$ cat src/rtl/logic_unit_seq.sv
// logic_unit_seq
// Multi-cycle bitwise logic unit for the MiniMIPS datapath. Operands and
// opcode are captured on start, the result is assembled LANE bits per
// cycle, and the finished word is published in R together with a zero
// flag and a one-cycle done pulse.
//
// Ports:
//   clk    - clock, all state changes on the rising edge
//   reset  - asynchronous active-high reset
//   start  - request, sampled only in IDLE or DONE
//   op     - 00 AND, 01 OR, 10 XOR, 11 NOR
//   A, B   - WIDTH-bit operands
//   busy   - high while the result is being assembled
//   done   - one-cycle pulse when R holds a fresh result
//   R      - registered result, holds the last completed value
//   zero   - registered flag, 1 when R == 0
module logic_unit_seq #(
  parameter int WIDTH = 16,
  parameter int LANE  = 4
) (
  input  logic             clk,
  input  logic             reset,
  input  logic             start,
  input  logic [1:0]       op,
  input  logic [WIDTH-1:0] A,
  input  logic [WIDTH-1:0] B,
  output logic             busy,
  output logic             done,
  output logic [WIDTH-1:0] R,
  output logic             zero
);

  localparam int N  = WIDTH / LANE;
  localparam int CW = (N > 1) ? $clog2(N) : 1;

  typedef enum logic [1:0] {
    IDLE,
    RUN,
    DONE
  } state_t;

  state_t           state;
  state_t           state_next;
  logic [CW-1:0]    k;
  logic [WIDTH-1:0] a_q;
  logic [WIDTH-1:0] b_q;
  logic [1:0]       op_q;
  logic [WIDTH-1:0] acc;
  logic [WIDTH-1:0] acc_next;
  logic [WIDTH-1:0] full_res;
  logic             load;
  logic             step;
  logic             last;

  assign last = (k == CW'(N - 1));
  assign busy = (state == RUN);
  assign done = (state == DONE);

  // Bitwise result over the captured operands; only the current lane of it
  // is copied into the accumulator each cycle.
  always_comb begin
    full_res = '0;
    case (op_q)
      2'b00:   full_res = a_q & b_q;
      2'b01:   full_res = a_q | b_q;
      2'b10:   full_res = a_q ^ b_q;
      default: full_res = ~(a_q | b_q);
    endcase
  end

  always_comb begin
    acc_next = acc;
    acc_next[k*LANE +: LANE] = full_res[k*LANE +: LANE];
  end

  // Next-state logic. DONE accepts a new start directly so back-to-back
  // requests skip IDLE.
  always_comb begin
    state_next = state;
    load       = 1'b0;
    step       = 1'b0;
    case (state)
      IDLE: begin
        if (start) begin
          load       = 1'b1;
          state_next = RUN;
        end
      end
      RUN: begin
        step = 1'b1;
        if (last) begin
          state_next = DONE;
        end
      end
      DONE: begin
        if (start) begin
          load       = 1'b1;
          state_next = RUN;
        end else begin
          state_next = IDLE;
        end
      end
      default: state_next = IDLE;
    endcase
  end

  always_ff @(posedge clk or posedge reset) begin
    if (reset) begin
      state <= IDLE;
    end else begin
      state <= state_next;
    end
  end

  // Datapath. R and zero are written only from the fully assembled word on
  // the last RUN cycle, so they never show a partial result.
  always_ff @(posedge clk or posedge reset) begin
    if (reset) begin
      k    <= '0;
      a_q  <= '0;
      b_q  <= '0;
      op_q <= 2'b00;
      acc  <= '0;
      R    <= '0;
      zero <= 1'b1;
    end else if (load) begin
      a_q  <= A;
      b_q  <= B;
      op_q <= op;
      acc  <= '0;
      k    <= '0;
    end else if (step) begin
      acc <= acc_next;
      if (last) begin
        R    <= acc_next;
        zero <= (acc_next == '0);
        k    <= '0;
      end else begin
        k <= k + 1'b1;
      end
    end
  end

endmodule

$ cat config.mk
export PLATFORM = sky130hd
export DESIGN_NAME = logic_unit_seq
export DESIGN_NICKNAME = d
export VERILOG_FILES = /design/src/rtl/logic_unit_seq.sv
export SDC_FILE = /design/constraint.sdc
export NUM_CORES = 1
export LEC_CHECK = 0
export CAP_MARGIN = 0
export CORE_MARGIN = 1
export CORE_UTILIZATION = 50
export DETAILED_ROUTE_END_ITERATION = 6
export GPL_TIMING_DRIVEN = 0
export HOLD_SLACK_MARGIN = 0.12
export PLACE_DENSITY = 0.75
export SYNTH_ARGS = -nofsm -noshare
export SYNTH_HDL_FRONTEND = slang
export SYNTH_SLANG_ARGS = --single-unit
$ cat constraint.sdc
create_clock -name clk -period 3 [get_ports clk]
set_clock_uncertainty 0.15 [all_clocks]
set_input_delay 0.6 -clock clk [delete_from_list [all_inputs] [get_ports clk]]
set_output_delay 0.6 -clock clk [all_outputs]
set_load 0.03 [all_outputs]
* After elaboration in Yosys (flattened, before gate mapping)
Cells that the tools add are included.
** Operators by class
- Equality and inequality tests :: 7
- Reduce and logical (&&, ||, !) cells :: 7
- Bitwise gates (word level) :: 5
- Shifts and indexed selects :: 3
- $add $sub $neg :: 2
- Multiplexer cells :: 14
** Operators with widths (count)
- $pmux 16 s3 :: 1
- $neg 4->34 :: 1
- $shift 4x34->16 const A :: 1
- $shiftx 4x34->16 :: 1
- $mux 16 :: 2
- $and 16x16->16 :: 1
- $bwmux 16 :: 1
- $logic_not 16->1 :: 1
- $not 16->16 :: 1
- $or 16x16->16 :: 1
- $shiftx 16x5->4 :: 1
- $xor 16x16->16 :: 1
- $mux 2 :: 5
- $eq 2x2->1 const B :: 3
- $pmux 2 s3 :: 1
- $eq 2x1->1 const B :: 2
- $logic_not 2->1 :: 2
- $mux 1 :: 4
- $reduce_and 3->1 :: 1
- $add 2x1->2 const B :: 1
- $ne 2x1->1 const B :: 1
- $ne 2x2->1 const B :: 1
- $reduce_and 2->1 :: 1
- $reduce_bool 2->1 :: 1
- other kinds (2) :: 2
** Word-level totals
- Bits of input ports :: 37
- Bits in registers :: 71
- Word-level logic and storage cells :: 46
- Output and inout port bits :: 19

* Longest topological paths before layout
- Word-level depth :: 8
- Depth in mapped cells :: 10
- Mapped depth without buffers :: 9

* Least setup slack after synthesis
No wires, ideal clock.
- Kind :: register to register
- From :: register k[0]
- To :: register zero
- Path slack :: 0.211 ns
- Required time :: 2.778 ns
- Setup time :: 0.072 ns
- Clock period less this slack :: 2.789 ns
- Buffers on the path :: 1
- Stages on the path, launching flop included :: 11
- Arrival time :: 2.567 ns
- Path through :: dfrtp_1 > buf_2 > inv_2 > ha_1 > nor2b_1 > and3_1 > and2_1 > a221oi_1 > nand4_1 > or4_1 > o21ai_1
** On the way
- Cells in the longest elaborated chain, start to end :: 4
- Elaborated cells between the ends (all ways) :: 8
- Those cells by class :: add/sub (1); eq/ne (1); shift (3); mux (1); reduce/logical (2)
** RTL lines
- start, declared :: line 44 : logic [CW-1:0] k;
- start signal, assigned :: line 139 : k <= k + 1'b1;
- $shiftx 16x5->4 or $neg 4->34 (tied branches) :: line 73 : acc_next[k*LANE +: LANE] = full_res[k*LANE +: LANE];
- $shiftx 4x34->16 or $shift 4x34->16 (tied branches) :: line 73
- $bwmux 16 :: line 73
- $logic_not 16->1 :: line 136 : zero <= (acc_next == '0);
- end signal, assigned :: line 136
- end, declared :: line 30 : output logic zero
Parallel ways exist; a longest one is shown, timed or not.
A chain may end at the register's enable or synchronous reset.

* Worst setup path after layout
Ends and elaborated chain as after synthesis.

==> impl_metrics.ini <==
[cells_and_area]
layout_commonest_cell = dfrtp_1
final_cell_mix = dfrtp_1 (69), nand2_1 (67), o21ai_0 (58)
diodes = 0
fill_cells = 625
seq_area_um2 = 1779
instances_no_fill = 593
multiInputGateArea_um2 = 2068
final_area_um2 = 5091
syn_to_final_growth_pct = 26.56
fin_nets = 561
layout-drive-gt1-share_pct = 9.369

[global_routing]
grt_usage_pct = 24.16
grt_pass1_vias = 3244
antenna_found_initial = 0
grt_remaining_overflow = 0
grt_max_degree = 72
grt_pass1_wl_mm = 15.78

[cts]
worstSkewPairLatency_ps = 360
path_clk_slew_ps = 80
htreeDepth = 3
cts_hold_buf = 0
cts_inserted_buffers = 9
tritoncts = built
cts.sinks = 71
cts.path.max_buffers = 2
cts_root_buffer = clkbuf_8

[route]
wl_per_cell_um = 15.98
vias_per_cell = 5.379
drc = 0
wirelength_mm = 9.475
num_vias = 3190
drtIter0Drc = 243
firstDrtPassIters = 5
drtAntennaViolNets = 0

[pwr]
power.density_nw_per_um2 = 1122
vdd_drop_max_v = 0.0004521
leakagePower_nw = 2.400

[synth]
syn_area_per_cell_um2 = 9.693
syn_inst = 415
syn_area_um2 = 4023
ys_seq_area_share_pct = 44.20
ys_ff_latch = 71
synth_cell_types = 33
syn-num-nets = 490
yosysWarningCount = 0

[sta]
maxSlewHeadroom_pct = 40.95
max_freq_mhz = 347.7
period_share_pct = 95.87
period_needed_ps = 2876
finalHoldViolations = 0
max_slew.worst_pin.slew_ps = 885.7
setup_viol = 0
drv_slew = 0

[critical_path]
slowest_stage = or4_1
start_kind = register
critPathArrivalTime_ps = 3020
cp_max_fo = 11
cpPeakStageDelay_ps = 520
end_kind = register
worstSetupPathType = reg2reg
required_ps = 3140
crit_chain = buf_4 -> inv_6 -> ha_1 -> nor2b_1 -> and3_1 -> and2_1 -> a221oi_2 -> nand4_1 -> or4_1 -> o21ai_1

[floorplan]
start_util_pct = 51.79
die-area_um2 = 8408
ioPinCount = 56
die_height_um = 91.70
die_width_um = 91.70
core_area_um2 = 7767
num_rows = 32

[placement]
gp_congestion = 0.8794
dp.cells = 572
dpl.hpwl_mm = 6.418
placed_area_um2 = 4703
io_buffers = 55

[flow_run]
cap_violations = 0

[run_status]
outcome = finished, final reports clean

[worst_hold_path]
hp-class = reg2reg
[worst max-delay path, delay by kind of cell (launching register included)]
family	cells	cell delay, ps
AO/OA/AOI/OAI	2	460
adder cells (fa/ha/maj)	1	340
buffers and inverters	2	270
flip-flops	1	350
AND/OR/NAND/NOR	5	1250
[repair_timing]
item / in CTS / in global routing
endpoints found under the setup margin: 1 / 1
setup buffers: 1 / 4
pin swaps: 0 / 4
gates resized for setup: 9 / 7
gates cloned: 0 / 0
[cells by family after synthesis]
| group | after synthesis | synth area share (%) |
|---|---|---|
| AO/OA/AOI/OAI | 96 | 13.65 |
| adder cells (fa/ha/maj) | 38 | 11.82 |
| buffers and inverters | 57 | 6.283 |
| AND/OR/NAND/NOR | 109 | 12.91 |
| multiplexers | 28 | 7.652 |
| XOR/XNOR | 16 | 3.484 |
| flip-flops | 71 | 44.20 |
[report_power, final]
group | switching [mW] | internal (mW)
Combinational | 1.84 | 1.27
Clock | 0.387 | 0.637
Sequential | 0.227 | 1.36
Total | 2.45 | 3.26
[Yosys cell counts]
master / count / area [µm²]
nor4b_1: 1 / 8.760
buf_2: 3 / 15.01
and2_1: 8 / 50.05
nand2b_1: 1 / 6.260
clkbuf_1: 12 / 45.04
mux2_2: 2 / 22.52
ha_1: 38 / 475.5
a221oi_1: 8 / 70.07
or4_1: 1 / 7.510
o31ai_1: 1 / 7.510
o21ai_0: 58 / 290.3
dfrtp_1: 70 / 1752
nor4bb_1: 1 / 10.01
nor2_1: 1 / 3.750
o21bai_1: 1 / 7.510
and3_1: 2 / 12.51
buf_12: 1 / 20.02
nand2_1: 67 / 251.5
a211o_1: 4 / 35.03
buf_6: 2 / 22.52
dfstp_2: 1 / 26.28
a21oi_1: 12 / 60.06
buf_4: 1 / 7.510
inv_2: 2 / 7.510
mux4_2: 2 / 45.04
mux2i_1: 24 / 240.2
nor2b_1: 23 / 143.9
inv_1: 35 / 131.4
buf_1: 1 / 3.750
a22o_1: 5 / 43.79
xor2_1: 16 / 140.1
o21ai_1: 7 / 35.03
nand4_1: 4 / 25.02
[state kept, by name, summed over array words and instances (netlist names)]
register and cells:
R 16, a_q 16, acc 16, b_q 16
k 2, op_q 2, state 2, zero 1
[layer usage]
metal	track usage [%]	up-vias	part of all wire (%)
met5	0	-	0
met4	8.464	0	2.1
met3	4.146	22	5.6
met2	37.97	105	46
met1	33.88	1532	46
li1	-	1531	-
[worst paths after layout]
check	from	to	slack (ps)	cells past startpoint
max in group asynchronous	reset	k[1]	1450	2
min in group asynchronous	reset	b_q[13]	620	2
min reg2reg	zero	zero	310	2
max	k[0]	zero	120	10
min	zero	zero	310	2
max reg2reg	k[0]	zero	120	10
[area by class of cell]
cell class / instances / area share, %
repair buffers: 60 / 11.55
plain buffers: 20 / 2.286
multi-input cells: 287 / 40.62
flip-flops and latches: 71 / 34.95
inverters: 37 / 2.949
clock buffers: 10 / 2.507
clock inverters: 6 / 2.630
well taps: 102 / 2.507
[metrics by stage]
stage               hold WS, ps  setup TNS, ps  power [mW]  worst slack, ps  util, %
floorplan                 292.2              0       3.619            210.8        -
global placement          305.4         -48200       4.342           -689.0    60.52
detailed placement        304.4         -236.4       4.453           -236.4    60.55
CTS                       316.4              0       5.587            36.74    64.61
global route              327.6         -18.41       6.109           -18.41    65.54
finish                    312.4              0       5.714            124.0    65.54
No activity file was read; power rests on OpenSTA's default activity.
